<file path="config.mk">
export PLATFORM = sky130hd
export DESIGN_NAME = niu_sum_sequencer_flat
export DESIGN_NICKNAME = d
export VERILOG_FILES = /design/src/rtl/niu_sum_sequencer_pkg.sv /design/src/rtl/niu_sum_sequencer_if.sv /design/src/rtl/niu_sum_sequencer_buffer.sv /design/src/rtl/niu_sum_sequencer.sv /design/src/flat_wrapper.sv
export SDC_FILE = /design/constraint.sdc
export NUM_CORES = 1
export LEC_CHECK = 0
export ABC_CLOCK_PERIOD_IN_PS = 8400
export BUFFER_PORTS_ARGS = -buffer_cell sky130_fd_sc_hd__buf_2
export CAP_MARGIN = 20
export CELL_PAD_IN_SITES_DETAIL_PLACEMENT = 0
export CELL_PAD_IN_SITES_GLOBAL_PLACEMENT = 1
export CORE_ASPECT_RATIO = 1.4
export CORE_MARGIN = 8
export CORE_UTILIZATION = 30
export CTS_BUF_LIST = sky130_fd_sc_hd__clkbuf_16
export DETAILED_ROUTE_END_ITERATION = 6
export PLACE_DENSITY_LB_ADDON = 0.1
export REMOVE_ABC_BUFFERS = 1
export SLEW_MARGIN = 5
export SYNTH_ARGS = -nofsm -noshare
export SYNTH_HDL_FRONTEND = slang
export SYNTH_SLANG_ARGS = --single-unit
</file>
<file path="constraint.sdc">
create_clock -name clock -period 8.4 [get_ports clock]
set_input_delay 0.84 -clock clock [delete_from_list [all_inputs] [get_ports clock]]
set_output_delay 0.84 -clock clock [all_outputs]
set_load 0.02 [all_outputs]
</file>
<file path="src/rtl/niu_sum_sequencer_pkg.sv">
// Shared types and constants for the digit-sum control sequencer.
package niu_seq_pkg;

  typedef enum logic [2:0] {
    IDLE,
    LOAD,
    ADD,
    STORE,
    DONE
  } seq_state_t;

  localparam logic [3:0] ALU_ADD    = 4'b0010;
  localparam logic [4:0] REG_ZERO   = 5'd0;
  localparam logic [4:0] REG_RESULT = 5'd31;

endpackage

</file>
<file path="src/rtl/niu_sum_sequencer_if.sv">
// Digit stream plus RegFile/ALU/Mux2/DataMemory control bus driven by the sequencer.
interface niu_sum_sequencer_if #(
  parameter int DATA_WIDTH = 32,
  parameter int ADDR_WIDTH = 7
);
  logic [3:0]            digit_in;
  logic                  digit_valid;
  logic                  digit_ready;
  logic                  RegWrite;
  logic                  ALUSrc;
  logic [3:0]            ALUCtl;
  logic [4:0]            ReadReg1;
  logic [4:0]            ReadReg2;
  logic [4:0]            WriteReg;
  logic [DATA_WIDTH-1:0] Immediate;
  logic                  MemWrite;
  logic                  MemRead;
  logic [ADDR_WIDTH-1:0] address;

  modport master (
    input  digit_in, digit_valid,
    output digit_ready, RegWrite, ALUSrc, ALUCtl, ReadReg1, ReadReg2, WriteReg,
           Immediate, MemWrite, MemRead, address
  );

  modport slave (
    output digit_in, digit_valid,
    input  digit_ready, RegWrite, ALUSrc, ALUCtl, ReadReg1, ReadReg2, WriteReg,
           Immediate, MemWrite, MemRead, address
  );
endinterface

</file>
<file path="src/rtl/niu_sum_sequencer_buffer.sv">
// Digit slot buffer: fills slot[count] on each accepted digit, cleared at end of run.
module niu_digit_buffer #(
  parameter int NUM_DIGITS = 6
) (
  input  logic                       clock,
  input  logic                       reset,
  input  logic                       clear,
  input  logic                       idle,
  input  logic [3:0]                 digit_in,
  input  logic                       digit_valid,
  output logic                       digit_ready,
  output logic                       full,
  output logic [NUM_DIGITS-1:0][3:0] slots
);
  localparam int CW = $clog2(NUM_DIGITS + 1);
  localparam logic [CW-1:0] CAP = CW'(NUM_DIGITS);

  logic [CW-1:0] count;

  assign full        = (count == CAP);
  assign digit_ready = idle && (count < CAP);

  always_ff @(posedge clock or posedge reset) begin
    if (reset) begin
      count <= '0;
      slots <= '0;
    end else if (clear) begin
      count <= '0;
      slots <= '0;
    end else if (digit_valid && digit_ready) begin
      for (int unsigned i = 0; i < NUM_DIGITS; i++) begin
        if (count == CW'(i)) slots[i] <= digit_in;
      end
      count <= count + CW'(1);
    end
  end
endmodule

</file>
<file path="src/rtl/niu_sum_sequencer.sv">
// Sequencer: loads buffered digits into $1..$N, chains ADDs into $31, stores $31 to memory.
module niu_sum_sequencer
  import niu_seq_pkg::*;
#(
  parameter int NUM_DIGITS = 6,
  parameter int DATA_WIDTH = 32,
  parameter int ADDR_WIDTH = 7
) (
  input  logic                  clock,
  input  logic                  reset,
  input  logic                  start,
  input  logic [ADDR_WIDTH-1:0] store_addr,
  output logic                  busy,
  output logic                  done,
  niu_sum_sequencer_if.master   bus
);
  localparam logic [4:0] LAST_STEP = 5'(NUM_DIGITS - 1);
  localparam logic [4:0] N5        = 5'(NUM_DIGITS);

  seq_state_t                 state, state_nxt;
  logic [4:0]                 step, step_nxt;
  logic [ADDR_WIDTH-1:0]      addr_q;
  logic [NUM_DIGITS-1:0][3:0] slots;
  logic                       count_full;
  logic                       start_ok;
  logic [3:0]                 imm_digit;

  niu_digit_buffer #(.NUM_DIGITS(NUM_DIGITS)) u_buf (
    .clock       (clock),
    .reset       (reset),
    .clear       (state == DONE),
    .idle        (state == IDLE),
    .digit_in    (bus.digit_in),
    .digit_valid (bus.digit_valid),
    .digit_ready (bus.digit_ready),
    .full        (count_full),
    .slots       (slots)
  );

  assign start_ok = start && (state == IDLE) && count_full;

  always_comb begin
    state_nxt = state;
    step_nxt  = step;
    case (state)
      IDLE:  if (start_ok) begin state_nxt = LOAD; step_nxt = '0; end
      LOAD:  if (step == LAST_STEP) begin state_nxt = ADD; step_nxt = 5'd1; end
             else step_nxt = step + 5'd1;
      ADD:   if (step == LAST_STEP) begin state_nxt = STORE; step_nxt = '0; end
             else step_nxt = step + 5'd1;
      STORE: state_nxt = DONE;
      DONE:  state_nxt = IDLE;
      default: state_nxt = IDLE;
    endcase
  end

  always_comb begin
    imm_digit = '0;
    for (int unsigned i = 0; i < NUM_DIGITS; i++) begin
      if (step_nxt == 5'(i)) imm_digit = slots[i];
    end
  end

  // Outputs are registered from the next state so they line up with the state register.
  always_ff @(posedge clock or posedge reset) begin
    if (reset) begin
      state         <= IDLE;
      step          <= '0;
      addr_q        <= '0;
      busy          <= 1'b0;
      done          <= 1'b0;
      bus.RegWrite  <= 1'b0;
      bus.ALUSrc    <= 1'b0;
      bus.ALUCtl    <= '0;
      bus.ReadReg1  <= REG_ZERO;
      bus.ReadReg2  <= REG_ZERO;
      bus.WriteReg  <= REG_ZERO;
      bus.Immediate <= '0;
      bus.MemWrite  <= 1'b0;
      bus.MemRead   <= 1'b0;
      bus.address   <= '0;
    end else begin
      state <= state_nxt;
      step  <= step_nxt;
      if (start_ok) addr_q <= store_addr;
      busy          <= (state_nxt == LOAD) || (state_nxt == ADD) || (state_nxt == STORE);
      done          <= (state_nxt == DONE);
      bus.RegWrite  <= 1'b0;
      bus.ALUSrc    <= 1'b0;
      bus.ALUCtl    <= '0;
      bus.ReadReg1  <= REG_ZERO;
      bus.ReadReg2  <= REG_ZERO;
      bus.WriteReg  <= REG_ZERO;
      bus.Immediate <= '0;
      bus.MemWrite  <= 1'b0;
      bus.MemRead   <= 1'b0;
      bus.address   <= '0;
      case (state_nxt)
        LOAD: begin
          bus.ALUCtl    <= ALU_ADD;
          bus.RegWrite  <= 1'b1;
          bus.ALUSrc    <= 1'b1;
          bus.WriteReg  <= step_nxt + 5'd1;
          bus.Immediate <= DATA_WIDTH'(imm_digit);
        end
        ADD: begin
          bus.ALUCtl   <= ALU_ADD;
          bus.RegWrite <= 1'b1;
          bus.ReadReg1 <= (step_nxt == 5'd1) ? 5'd1 : N5 + step_nxt - 5'd1;
          bus.ReadReg2 <= step_nxt + 5'd1;
          bus.WriteReg <= (step_nxt == LAST_STEP) ? REG_RESULT : N5 + step_nxt;
        end
        STORE: begin
          bus.ALUCtl   <= ALU_ADD;
          bus.ALUSrc   <= 1'b1;
          bus.ReadReg1 <= REG_RESULT;
          bus.MemWrite <= 1'b1;
          bus.address  <= addr_q;
        end
        default: ;
      endcase
    end
  end
endmodule

</file>
<file path="src/flat_wrapper.sv">
// flat-port wrapper written by rule: the top's interface ports become plain ports
module niu_sum_sequencer_flat import niu_seq_pkg::*;
#(
  parameter int NUM_DIGITS = 6,
  parameter int DATA_WIDTH = 32,
  parameter int ADDR_WIDTH = 7
)
  (clock, reset, start, store_addr, busy, done, bus_digit_in, bus_digit_valid, bus_digit_ready, bus_RegWrite, bus_ALUSrc, bus_ALUCtl, bus_ReadReg1, bus_ReadReg2, bus_WriteReg, bus_Immediate, bus_MemWrite, bus_MemRead, bus_address);
  niu_sum_sequencer_if #(.DATA_WIDTH(DATA_WIDTH), .ADDR_WIDTH(ADDR_WIDTH)) bus_i ();
  input  logic clock;
  input  logic reset;
  input  logic start;
  input  logic [ADDR_WIDTH-1:0] store_addr;
  output logic busy;
  output logic done;
  input wire logic [$bits(bus_i.digit_in)-1:0] bus_digit_in;
  input wire logic [$bits(bus_i.digit_valid)-1:0] bus_digit_valid;
  output wire logic [$bits(bus_i.digit_ready)-1:0] bus_digit_ready;
  output wire logic [$bits(bus_i.RegWrite)-1:0] bus_RegWrite;
  output wire logic [$bits(bus_i.ALUSrc)-1:0] bus_ALUSrc;
  output wire logic [$bits(bus_i.ALUCtl)-1:0] bus_ALUCtl;
  output wire logic [$bits(bus_i.ReadReg1)-1:0] bus_ReadReg1;
  output wire logic [$bits(bus_i.ReadReg2)-1:0] bus_ReadReg2;
  output wire logic [$bits(bus_i.WriteReg)-1:0] bus_WriteReg;
  output wire logic [$bits(bus_i.Immediate)-1:0] bus_Immediate;
  output wire logic [$bits(bus_i.MemWrite)-1:0] bus_MemWrite;
  output wire logic [$bits(bus_i.MemRead)-1:0] bus_MemRead;
  output wire logic [$bits(bus_i.address)-1:0] bus_address;
  assign bus_i.digit_in = bus_digit_in;
  assign bus_i.digit_valid = bus_digit_valid;
  assign bus_digit_ready = bus_i.digit_ready;
  assign bus_RegWrite = bus_i.RegWrite;
  assign bus_ALUSrc = bus_i.ALUSrc;
  assign bus_ALUCtl = bus_i.ALUCtl;
  assign bus_ReadReg1 = bus_i.ReadReg1;
  assign bus_ReadReg2 = bus_i.ReadReg2;
  assign bus_WriteReg = bus_i.WriteReg;
  assign bus_Immediate = bus_i.Immediate;
  assign bus_MemWrite = bus_i.MemWrite;
  assign bus_MemRead = bus_i.MemRead;
  assign bus_address = bus_i.address;
  niu_sum_sequencer #(.NUM_DIGITS(NUM_DIGITS), .DATA_WIDTH(DATA_WIDTH), .ADDR_WIDTH(ADDR_WIDTH)) u_core (.clock(clock), .reset(reset), .start(start), .store_addr(store_addr), .busy(busy), .done(done), .bus(bus_i));
endmodule
</file>
==> impl_metrics.csv <==
group,metric,value,unit
pwr,p_per_area,380.1,nW/um^2
finish,final_area,4385,sq um
routing,remaining_drc_errors,0,
die,start_util,30.26,%
routing,initialDrtViolationCount,114,
min_path,holdPathStages,1,
placement,gp_congestion,0.7872,
pwr,power_leakage,0.002218,uW
finish,final_common_cell,"dfrtp_1",
die,fp.dieW,111.4,um
die,rows,49,
global_routing,grt_max_degree,75,
routing,wire_per_inst,16.53,um
global_routing,grt_pass1_vias,2956,
global_routing,grt_pass1_wl,16080,um
timing,period_needed,3542,ps
min_path,hold_path.startpoint,"u_core.addr_q[5]",
worst_setup_path,cp_slowest_stage_delay,630,ps
worst_setup_path,ff2ff_path_depth,13,
worst_setup_path,cp_cell_sequence,"inv_1 > ha_1 > nand4_1 > a311oi_1 > o21ai_1 > ha_1 > nor2b_1 > a22oi_1 > nor2_1 > a21oi_1 > nor2_1 > a21oi_1 > a211oi_1",
clock_network,clockBufferDepth,2,
global_routing,gr-usage-all-layers,12.17,%
timing,timing.hold.ws,466.9,ps
placement,dp_hpwl,7062,um
worst_setup_path,r2r_start,"u_core.u_buf.count[0]",
worst_setup_path,cp.arrival,3710,ps
global_routing,antenna_found_initial,0,
finish,num_antenna_cells,0,
worst_setup_path,path_buf_inv,1,
routing,antenna_left,0,
die,ios,80,
die,die_y,149.5,um
worst_setup_path,critPathLaunchType,"flip-flop",
clock_network,cts_tree,"done",
min_path,holdPathEnd,"u_core.bus.address[5]",
timing,fmax,282.3,MHz
worst_setup_path,cp-end-kind,"flip-flop",
run_status,status,"complete, no violations",
timing,hold_viol,0,
routing,viasPerCell,4.714,
timing,tightest_slew,968.0,ps
logic_synthesis,synth-edff-count,0,
logic_synthesis,synthCells,384,
clock_network,ctsHoldBuffers,0,
pwr,peakVddDrop,0.00009962,V
worst_setup_path,path_delay_family,"compound AO/OA/AOI/OAI gates",
logic_synthesis,synthDistinctLibCells,50,
worst_setup_path,required,8570,ps
clock_network,clock-root-buffer,"clkbuf_16",
die,die_area,16660,sq um
min_path,hold_class,"reg2reg",
placement,dpl-instance-area,4066,sq um
logic_synthesis,ys.warnings.count,0,
flow_run,maxCapViolCount,0,
finish,synthToLayoutAreaGrowth,14.77,%
worst_setup_path,crit_fanout,17,
logic_synthesis,syn_area,3821,sq um
routing,vias,2753,
timing,slew_violations,0,
finish,drive_gt1_share,18.56,%
timing,period_share,42.16,%
clock_network,cts_resized,0,
timing,setup_ws,4858,ps
timing,slew_headroom,35.47,%
logic_synthesis,ys.flop_type,"dfrtp_1",
clock_network,cts_buffers,9,
logic_synthesis,synth.yosys.seq_area_share,48.46,%
finish,final_nets,457,
worst_setup_path,ff2ff_setup_slack,4860,ps
logic_synthesis,ys_ff_latch,74,
worst_setup_path,crit_type,"reg2reg",
finish,final-seq-area,1852,sq um
logic_synthesis,syn-mean-instance-area,9.951,sq um
routing,wl,9651,um
clock_network,clk_latency,340,ps
timing,finClkSkew,6.785,ps
finish,final_cell_mix,"dfrtp_1, buf_2, nand2_1",
clock_network,htreeDepth,3,
timing,finalSetupViolCount,0,
timing,fin_setup_tns,0,ps
worst_setup_path,slowest_stage,"ha_1",
clock_network,numClockSinks,74,
routing,firstDrtPassIters,4,
placement,io_buffers,47,
worst_setup_path,worstReg2RegEnd,"u_core.bus.Immediate[3]",
placement,dpl_worst_slack,4611,ps
timing,rsz0062_at_grt,"no",
clock_network,cts_setup_buffers,0,
global_routing,grt-ovfl-total,0,
pwr,power.total,1667,uW
die,core,12630,sq um
clock_network,clk_pin_slew,60,ps
finish,fill_cells,1329,
logic_synthesis,synthArstFlopShare,100.0,%
finish,multi_input_area,1717,sq um
routing by layer:
| metal | vias to the layer above | track usage [%] | part of all wire (%) |
|---|---|---|---|
| li1 | 1334 | - | - |
| met1 | 1342 | 13.18 | 41 |
| met2 | 67 | 22.04 | 53 |
| met3 | 10 | 3.008 | 3.8 |
| met4 | 0 | 5.151 | 1.9 |
| met5 | - | 0 | 0 |
cell usage after synthesis, drive strengths merged (2+ instances only):
master  number  area share (%)
mux2i       12             3.1
and2        10             1.6
nor3         3            0.39
a21oi       26             3.5
nor2        29             2.8
a311oi       2            0.46
ha          16             5.2
a32oi        2            0.46
nor3b        5            0.98
nand2       42             4.1
clkbuf       9            0.98
inv         17             1.7
nor2b        4            0.65
o21ai       13             1.7
a221o        3            0.79
nand3       22             2.9
mux2         7             2.1
dfrtp       74              48
a211o        3            0.92
a21boi       4            0.88
nand4        2            0.33
a221oi       2            0.92
or3          2            0.33
xnor2        8             1.8
nand2b       3            0.49
a21o         4            0.79
a211oi       7             1.4
buf         40             7.3
cell type report:
type	instances	area share (%)
well taps	153	4.365
inverters	17	1.455
repair buffers	49	5.877
clock buffers	9	5.136
multi-input cells	275	39.14
flip-flops and latches	74	42.23
clock inverters	7	1.797
cells by family after synthesis:
group                      Yosys count  synth area share, %
AOI/OAI and AO/OA                   74                13.56
xor gates and xnor gates             8                1.834
adders and majority gates           16                5.239
buffers and inverters               66                9.954
and+or+nand+nor                    126                15.65
DFF                                 74                48.46
other                                1              0.09814
muxes                               19                5.207
sequential cells by signal, indices dropped and copies added, names as in the netlist, 4 cells and up:
name / count
u_core.bus.Immediate: 4
u_core.step: 5
u_core.bus.WriteReg: 5
u_core.bus.address: 7
u_core.bus.ReadReg2: 5
u_core.addr_q: 7
u_core.bus.ReadReg1: 5
u_core.u_buf.slots: 24
through the flow:
step	util (%)	std cells
after floorplan	-	366
after global placement	32.20	567
after detailed placement	32.20	567
after CTS	34.60	583
after global routing	34.72	584
final	34.72	584
worst max path at each step:
stage                                startpoint                       to  cells after the start
after floorplan                           start   u_core.bus.ReadReg1[4]                     10
after global placement                    start  u_core.bus.Immediate[3]                     12
after detailed placement                  start  u_core.bus.Immediate[3]                     12
after CTS                       u_core.state[0]  u_core.bus.Immediate[1]                     10
after global routing      u_core.u_buf.count[0]  u_core.bus.Immediate[3]                     13
final                     u_core.u_buf.count[0]  u_core.bus.Immediate[3]                     13
power by group:
part           internal, uW  switching, uW  total [uW]
Sequential              469           83.4         553
Clock                   232            164         396
Combinational           262            456         718
Total                   964            703        1670
No activity file was read; power rests on OpenSTA's default activity.
